[src/rtl/sb_ccff_loader.sv]
// sb_ccff_loader: serialises a configuration bitstream into a switch-block ccff chain with optional parity verify
module sb_ccff_loader #(
    parameter int CHAIN_LEN = 50,
    parameter int WORD_W    = 8,
    parameter int CNT_W     = 6
) (
    input  logic              prog_clk,
    input  logic              pReset,
    input  logic              start,
    input  logic              verify_en,
    input  logic              abort,
    input  logic [WORD_W-1:0] cfg_data,
    input  logic              cfg_valid,
    output logic              cfg_ready,
    output logic              ccff_head,
    input  logic              ccff_tail,
    output logic              ccff_shift_en,
    output logic              busy,
    output logic              done,
    output logic              error
);
    typedef enum logic [1:0] {IDLE, LOAD, VERIFY} state_t;
    localparam logic [CNT_W-1:0] LEN    = CNT_W'(CHAIN_LEN);
    localparam logic [CNT_W-1:0] LEN_M1 = CNT_W'(CHAIN_LEN - 1);
    localparam logic [CNT_W-1:0] WW     = CNT_W'(WORD_W);
    localparam logic [CNT_W-1:0] ONE    = CNT_W'(1);
    state_t state, state_nxt;
    logic [WORD_W-1:0] sh_buf;
    logic [CNT_W-1:0] buf_cnt, acc_cnt, bit_cnt, vfy_cnt, rem, take;
    logic verify_q, par_ld, par_rb, accept, shift, load_last, vfy_last;

    // next state plus the combinational chain controls, so pReset silences the chain at once
    always_comb begin
        rem = LEN - acc_cnt;
        take = (rem > WW) ? WW : rem;
        busy = state != IDLE;
        cfg_ready = (state == LOAD) && (buf_cnt[CNT_W-1:1] == '0) && (acc_cnt < LEN);
        accept = cfg_valid && cfg_ready;
        shift = (state == LOAD) ? (buf_cnt != '0) : (state == VERIFY);
        ccff_shift_en = shift;
        ccff_head = (state == LOAD) ? sh_buf[0] : (state == VERIFY) && ccff_tail;
        load_last = (state == LOAD) && shift && (bit_cnt == LEN_M1);
        vfy_last = (state == VERIFY) && (vfy_cnt == LEN_M1);
        state_nxt = (abort && busy) ? IDLE :
                    (state == IDLE && start) ? LOAD :
                    load_last ? (verify_q ? VERIFY : IDLE) :
                    vfy_last ? IDLE : state;
    end

    // state register
    always_ff @(posedge prog_clk or posedge pReset)
        if (pReset) state <= IDLE;
        else state <= state_nxt;

    // word buffer, bit counters, running parities and sticky status
    always_ff @(posedge prog_clk or posedge pReset) begin
        if (pReset) begin
            sh_buf <= '0;
            buf_cnt <= '0;
            acc_cnt <= '0;
            bit_cnt <= '0;
            vfy_cnt <= '0;
            par_ld <= 1'b0;
            par_rb <= 1'b0;
            verify_q <= 1'b0;
            done <= 1'b0;
            error <= 1'b0;
        end else if (state == IDLE) begin
            if (start) begin
                verify_q <= verify_en;
                buf_cnt <= '0;
                acc_cnt <= '0;
                bit_cnt <= '0;
                vfy_cnt <= '0;
                par_ld <= 1'b0;
                par_rb <= 1'b0;
                done <= 1'b0;
                error <= 1'b0;
            end
        end else if (abort) begin
            buf_cnt <= '0;
            done <= 1'b0;
        end else if (state == LOAD) begin
            if (shift) begin
                sh_buf <= sh_buf >> 1;
                buf_cnt <= buf_cnt - ONE;
                bit_cnt <= bit_cnt + ONE;
                par_ld <= par_ld ^ sh_buf[0];
            end
            if (accept) begin
                sh_buf <= cfg_data;
                buf_cnt <= take;
                acc_cnt <= acc_cnt + take;
            end
            if (load_last && !verify_q) done <= 1'b1;
        end else begin
            par_rb <= par_rb ^ ccff_tail;
            vfy_cnt <= vfy_cnt + ONE;
            if (vfy_last) begin
                done <= 1'b1;
                error <= (par_rb ^ ccff_tail) != par_ld;
            end
        end
    end
endmodule

[config.mk]
export PLATFORM = sky130hd
export DESIGN_NAME = sb_ccff_loader
export DESIGN_NICKNAME = d
export VERILOG_FILES = /design/src/rtl/sb_ccff_loader.sv
export SDC_FILE = /design/constraint.sdc
export NUM_CORES = 1
export LEC_CHECK = 0
export CORE_UTILIZATION = 58
export DETAILED_ROUTE_END_ITERATION = 10
export HOLD_SLACK_MARGIN = 0.08
export PLACE_DENSITY_LB_ADDON = 0.25
export SYNTH_ARGS = -nofsm -noshare
export SYNTH_HDL_FRONTEND = slang
export SYNTH_SLANG_ARGS = --single-unit
[constraint.sdc]
create_clock -name prog_clk -period 3.7 [get_ports prog_clk]
set_input_delay 1.11 -clock prog_clk [delete_from_list [all_inputs] [get_ports prog_clk]]
set_output_delay 1.11 -clock prog_clk [all_outputs]
set_load 0.01 [all_outputs]
* Yosys cells after proc, flatten, opt, wreduce, memory -nomap -nowiden
Index checks and enable logic that the tools add are counted.
** Storage, ports and cells
- Bits in registers :: 39
- Bits in latches :: 0
- Bits in writable memories :: 0
- ROM bits :: 0
- Input bits :: 15
- Output and inout port bits :: 6
- Word-level logic and storage cells :: 107
- Memories kept :: 0
** Operators by class
- $add $sub $neg :: 5
- Multiply operators :: 0
- Divide/modulo/power cells :: 0
- Magnitude comparators :: 2
- Eq/ne operators :: 9
- Shift-type cells :: 0
- Multiplexer cells :: 44
- Bitwise operators :: 4
- Reduce and logical (&&, ||, !) cells :: 32
** Operators with widths (number)
- $mux 6 :: 18
- $mux 1 :: 19
- $mux 8 :: 2
- $reduce_and 4->1 :: 4
- $add 6x1->6 const B :: 2
- $eq 6x6->1 const B :: 2
- $reduce_bool 2->1 :: 6
- $reduce_bool 4->1 :: 3
- $logic_and 1x1->1 :: 10
- $mux 2 :: 5
- $reduce_and 3->1 :: 3
- $add 6x6->6 :: 1
- $gt 6x4->1 const B :: 1
- $lt 6x6->1 const B :: 1
- $reduce_bool 6->1 :: 1
- $sub 6x1->6 const B :: 1
- $sub 6x6->6 const A :: 1
- $logic_not 5->1 :: 1
- $ne 2x1->1 const B :: 2
- $ne 4x2->1 const B :: 1
- $reduce_bool 3->1 :: 1
- $eq 2x1->1 const B :: 1
- $eq 2x2->1 const B :: 1
- $logic_not 2->1 :: 1
- other kinds (6) :: 8

* Longest topological paths before layout
- Word-level depth :: 9
- Mapped depth :: 15
- Mapped depth without buffers :: 13

* Worst setup path after synthesis
Ideal clock, no wire load.
- Path kind :: register to register
- From :: reg acc_cnt[1]
- To :: reg acc_cnt[3]
- Library setup time :: 0.122 ns
- Arrival time :: 3.103 ns
- Required time :: 3.578 ns
- Path slack :: 0.476 ns
- Stages on the path, launching flop included :: 16
- Buffers on the path :: 2
- Clock period less this slack :: 3.224 ns
- Path through :: dfrtp_1 -> ha_1 -> buf_12 -> or3_4 -> or4_4 -> a32oi_4 -> buf_6 -> nand2_1 -> inv_1 -> ha_1 -> inv_1 -> a31oi_1 -> mux2i_1 -> nand2_1 -> o21ai_0 -> a32o_1
** Between the ends
- Word-level cells in the longest chain between the ends :: 8
- Elaborated cells on any way between the ends :: 13
- Classes of those cells :: 2 x add/sub; 2 x order compare; 5 x mux; 4 x reduce/logical
** Ends and longest elaborated chain
- from (decl) :: RTL line 29 : logic [CNT_W-1:0] buf_cnt, acc_cnt, bit_cnt, vfy_cnt, rem, take;
- from (signal assigned) :: RTL line 93 : acc_cnt <= acc_cnt + take;
- $sub 6x6->6 :: RTL line 34 : rem = LEN - acc_cnt;
- $gt 6x4->1 :: RTL line 35 : take = (rem > WW) ? WW : rem;
- $mux 6 :: RTL line 35
- $add 6x6->6 :: RTL line 93
- $mux 6 :: RTL line 90 : if (accept) begin
- $mux 6 :: RTL line 83 : end else if (state == LOAD) begin
- $mux 6 :: RTL line 80 : end else if (abort) begin
- $mux 6 :: RTL line 68 : end else if (state == IDLE) begin
Parallel ways exist; a longest one is shown, timed or not. The select of a mux whose other input is x is not followed.
A chain may end at the register's enable or synchronous reset.

* Final worst setup path
- From :: reg buf_cnt[1]
- To :: out ccff_shift_en
** Between the ends
- Word-level cells in the longest chain between the ends :: 2
** Ends and longest elaborated chain
- from (decl) :: RTL line 29
- from (signal assigned) :: RTL line 86 : buf_cnt <= buf_cnt - ONE;
- from (signal assigned) :: RTL line 92 : buf_cnt <= take;
- $reduce_bool 6->1 :: RTL line 39 : shift = (state == LOAD) ? (buf_cnt != '0) : (state == VERIFY);
- $mux 1 :: RTL line 39
- to (decl) :: RTL line 17 : output logic ccff_shift_en,
Every way passes these cells.

==> out/metrics.cfg <==
[timing]
final.setup.tns_ns=0
hold_viol_final=0
setup_viol=0
min_period_over_period_pct=93.3
max_freq_mhz=290
setup_slack_ns=0.248
period_minus_slack_ns=3.45
rsz0062_at_grt=false
max-slew-margin-rel_pct=61.5
slew_violations=0
worst_pin_slew_ns=0.577
skew_ns=0.00718

[cells_and_area]
fin_nets=319
area.growth.synth_to_final_pct=13.0
antennaDiodeCount=0
drive_gt1_share_pct=8.11

[clock_tree]
numCtsBuffers=5
cts_root_buf=clkbuf_8
clk_pin_slew_ns=0.08
cts_tree=yes
cts_setup_buffers=0
clk_latency_ns=0.29
cts_resized=0
hold_buffers=0
clkSinkCount=39
clockBufferDepth=2
htreeDepth=2

[synthesis]
ys_ff_latch=39
yosys_warnings=0
synthesis.area_um2=2450
synth_edf_count=0
synth_cells=273
ys_seq_area_share_pct=39.9
async_reset_ff_share_pct=100
syn_area_per_cell_um2=8.96
synth_cell_types=49
synth_flop_cell=dfrtp_1
syn_nets=297

[placement]
preCtsSetupSlack_ns=0.277
io_buffers=20
gp_congestion=0.892
hpwlAfterDp_um=3770

[critical_path]
critical_path.endpoint_type=primary output
worstPathMaxFanout=4
cp-start-kind=register
critPathKind=register to primary output
cp.required_ns=2.59
arrival_ns=2.34

[detailed_routing]
post-route-drc-count=0
wl_per_cell_um=14.9
ant_nets=0
dr.pass1.iters=4
vias_per_cell=5.93
routed_wl_um=5140
vias=2051
drt-initial-drc-count=139

[die]
io-pin-count=21
die_area_um2=4480
core_um2=4030
num_rows=23
dieWidth_um=67.0
start_util_pct=60.7
die_y_um=67.0

[global_routing]
antenna_found_initial=0
grt.total_usage_pct=25.6
grt_max_degree=40
grt_pass1_vias=1937
grt_pass1_wl_um=8630
overflow=0

[power]
p_leak_uw=0.00122
cellPowerDensity_nw_per_um2=541
ir_drop_v=0.000454

[run]
maxCapViolCount=0

[outcome]
status=complete, no violations

[min_path]
worstHoldPathType=register to register

## synthesized netlist by cell type (all sizes together) (3+ instances only)
library cell / count / area share, %
or3: 3 / 0.97
a211oi: 3 / 0.92
a21oi: 16 / 3.3
clkbuf: 4 / 0.61
nor2: 30 / 4.6
buf: 8 / 3.3
o31ai: 6 / 1.8
mux2i: 9 / 3.7
nor3: 6 / 1.2
xnor2: 3 / 1.1
nand2: 30 / 4.7
inv: 17 / 2.6
ha: 8 / 4.1
nand2b: 6 / 1.5
dfrtp: 39 / 40
xor2: 10 / 3.6
nand4: 4 / 1.0
and2: 3 / 0.77
nand3: 8 / 1.6
o21ai: 22 / 4.5
nor2b: 5 / 1.3
a31oi: 3 / 0.77
a22o: 5 / 1.8
## layer usage
layer	vias to the layer above	GRT usage, %	routed length (µm)
met1	1000	34.3	2330
met4	0	7.98	37
met2	44	41.9	2550
met3	5	4.11	221
li1	1002	-	-
met5	-	0	0
## critical path: stages (launching register included)
cell and delay, ns:
dfrtp_1 0.41, inv_1 0.08, ha_1 0.20, or4b_4 0.50, nor2_2 0.12, o21ba_2 0.18
inv_1 0.07, clkdlybuf4s50_1 0.47
## power breakdown
group / leakage [µW] / internal (µW) / switching, µW
Clock: 0.0000412 / 132 / 148
Sequential: 0.000509 / 520 / 89.3
Combinational: 0.000666 / 282 / 326
## logic make-up (layout without fill, tap and decap cells)
group                      after synthesis  after routing  share of synthesized area [%]
and+or+nand+nor                        106            106                           21.3
AOI/OAI and AO/OA                       66             66                           18.0
DFF                                     39             39                           39.9
buffers and inverters                   29             52                           6.49
xor gates and xnor gates                13             13                           4.65
muxes                                   11             11                           4.75
adders and majority gates                9              9                           4.91
## metrics by stage
stage / hold slack, ns / power, µW / util, % / instances / instance area [µm²]
after floorplan: 0.462 / 1050 / - / 273 / 2450
after detailed placement: 0.495 / 1210 / 66.4 / 338 / 2670
after CTS: 0.513 / 1480 / 68.5 / 346 / 2760
final: 0.513 / 1500 / 68.6 / 346 / 2770
after global placement: 0.483 / 1180 / 66.4 / 338 / 2670
after global routing: 0.519 / 1610 / 68.6 / 346 / 2770
## layout make-up
class,instances,area (µm²)
repair buffers,27,253
well taps,50,62.6
clock inverters,2,12.5
clock buffers,6,72.6
inverters,17,63.8
flip-flops and latches,39,976
multi-input cells,205,1330
fillers,341,1260
## flip-flops by register name, summed over array words and instances, names as in the netlist
name and cells:
sh_buf 8, acc_cnt 6, bit_cnt 6, buf_cnt 6
vfy_cnt 6, state 2, done 1, error 1
par_ld 1, par_rb 1, verify_q 1
## placed cells by master, fill, tap and decap left out, drive strengths merged, types with 2 or more instances in the layout
| cell type | count |
|---|---|
| or3 | 3 |
| and2 | 3 |
| nand3 | 8 |
| o21ai | 22 |
| o31ai | 6 |
| nor4 | 2 |
| nand2b | 6 |
| clkbuf | 6 |
| and3 | 2 |
| nor3 | 6 |
| nor4b | 2 |
| a31oi | 3 |
| a21oi | 16 |
| a32o | 2 |
| xnor2 | 3 |
| a22o | 5 |
| o2111ai | 2 |
| ha | 8 |
| xor2 | 10 |
| a32oi | 2 |
| mux2i | 9 |
| nor2 | 30 |
| buf | 7 |
| dfrtp | 39 |
| nand2 | 30 |
| inv | 17 |
| clkdlybuf4s50 | 20 |
| nand4 | 4 |
| nor2b | 5 |
| mux2 | 2 |
| a211oi | 3 |
## final timing paths
kind                       startpoint             to  slack [ns]  depth (start not counted)
setup / recovery           buf_cnt[1]  ccff_shift_en        0.25                          7
hold / removal             buf_cnt[0]     buf_cnt[0]        0.51                          1
setup reg to reg           acc_cnt[1]     acc_cnt[4]        0.52                         10
hold reg to reg            buf_cnt[0]     buf_cnt[0]        0.51                          1
max in group asynchronous      pReset     bit_cnt[3]        2.13                          3
min in group asynchronous      pReset     vfy_cnt[1]        1.23                          3
Note: power is estimated with default switching activity, not from simulation.
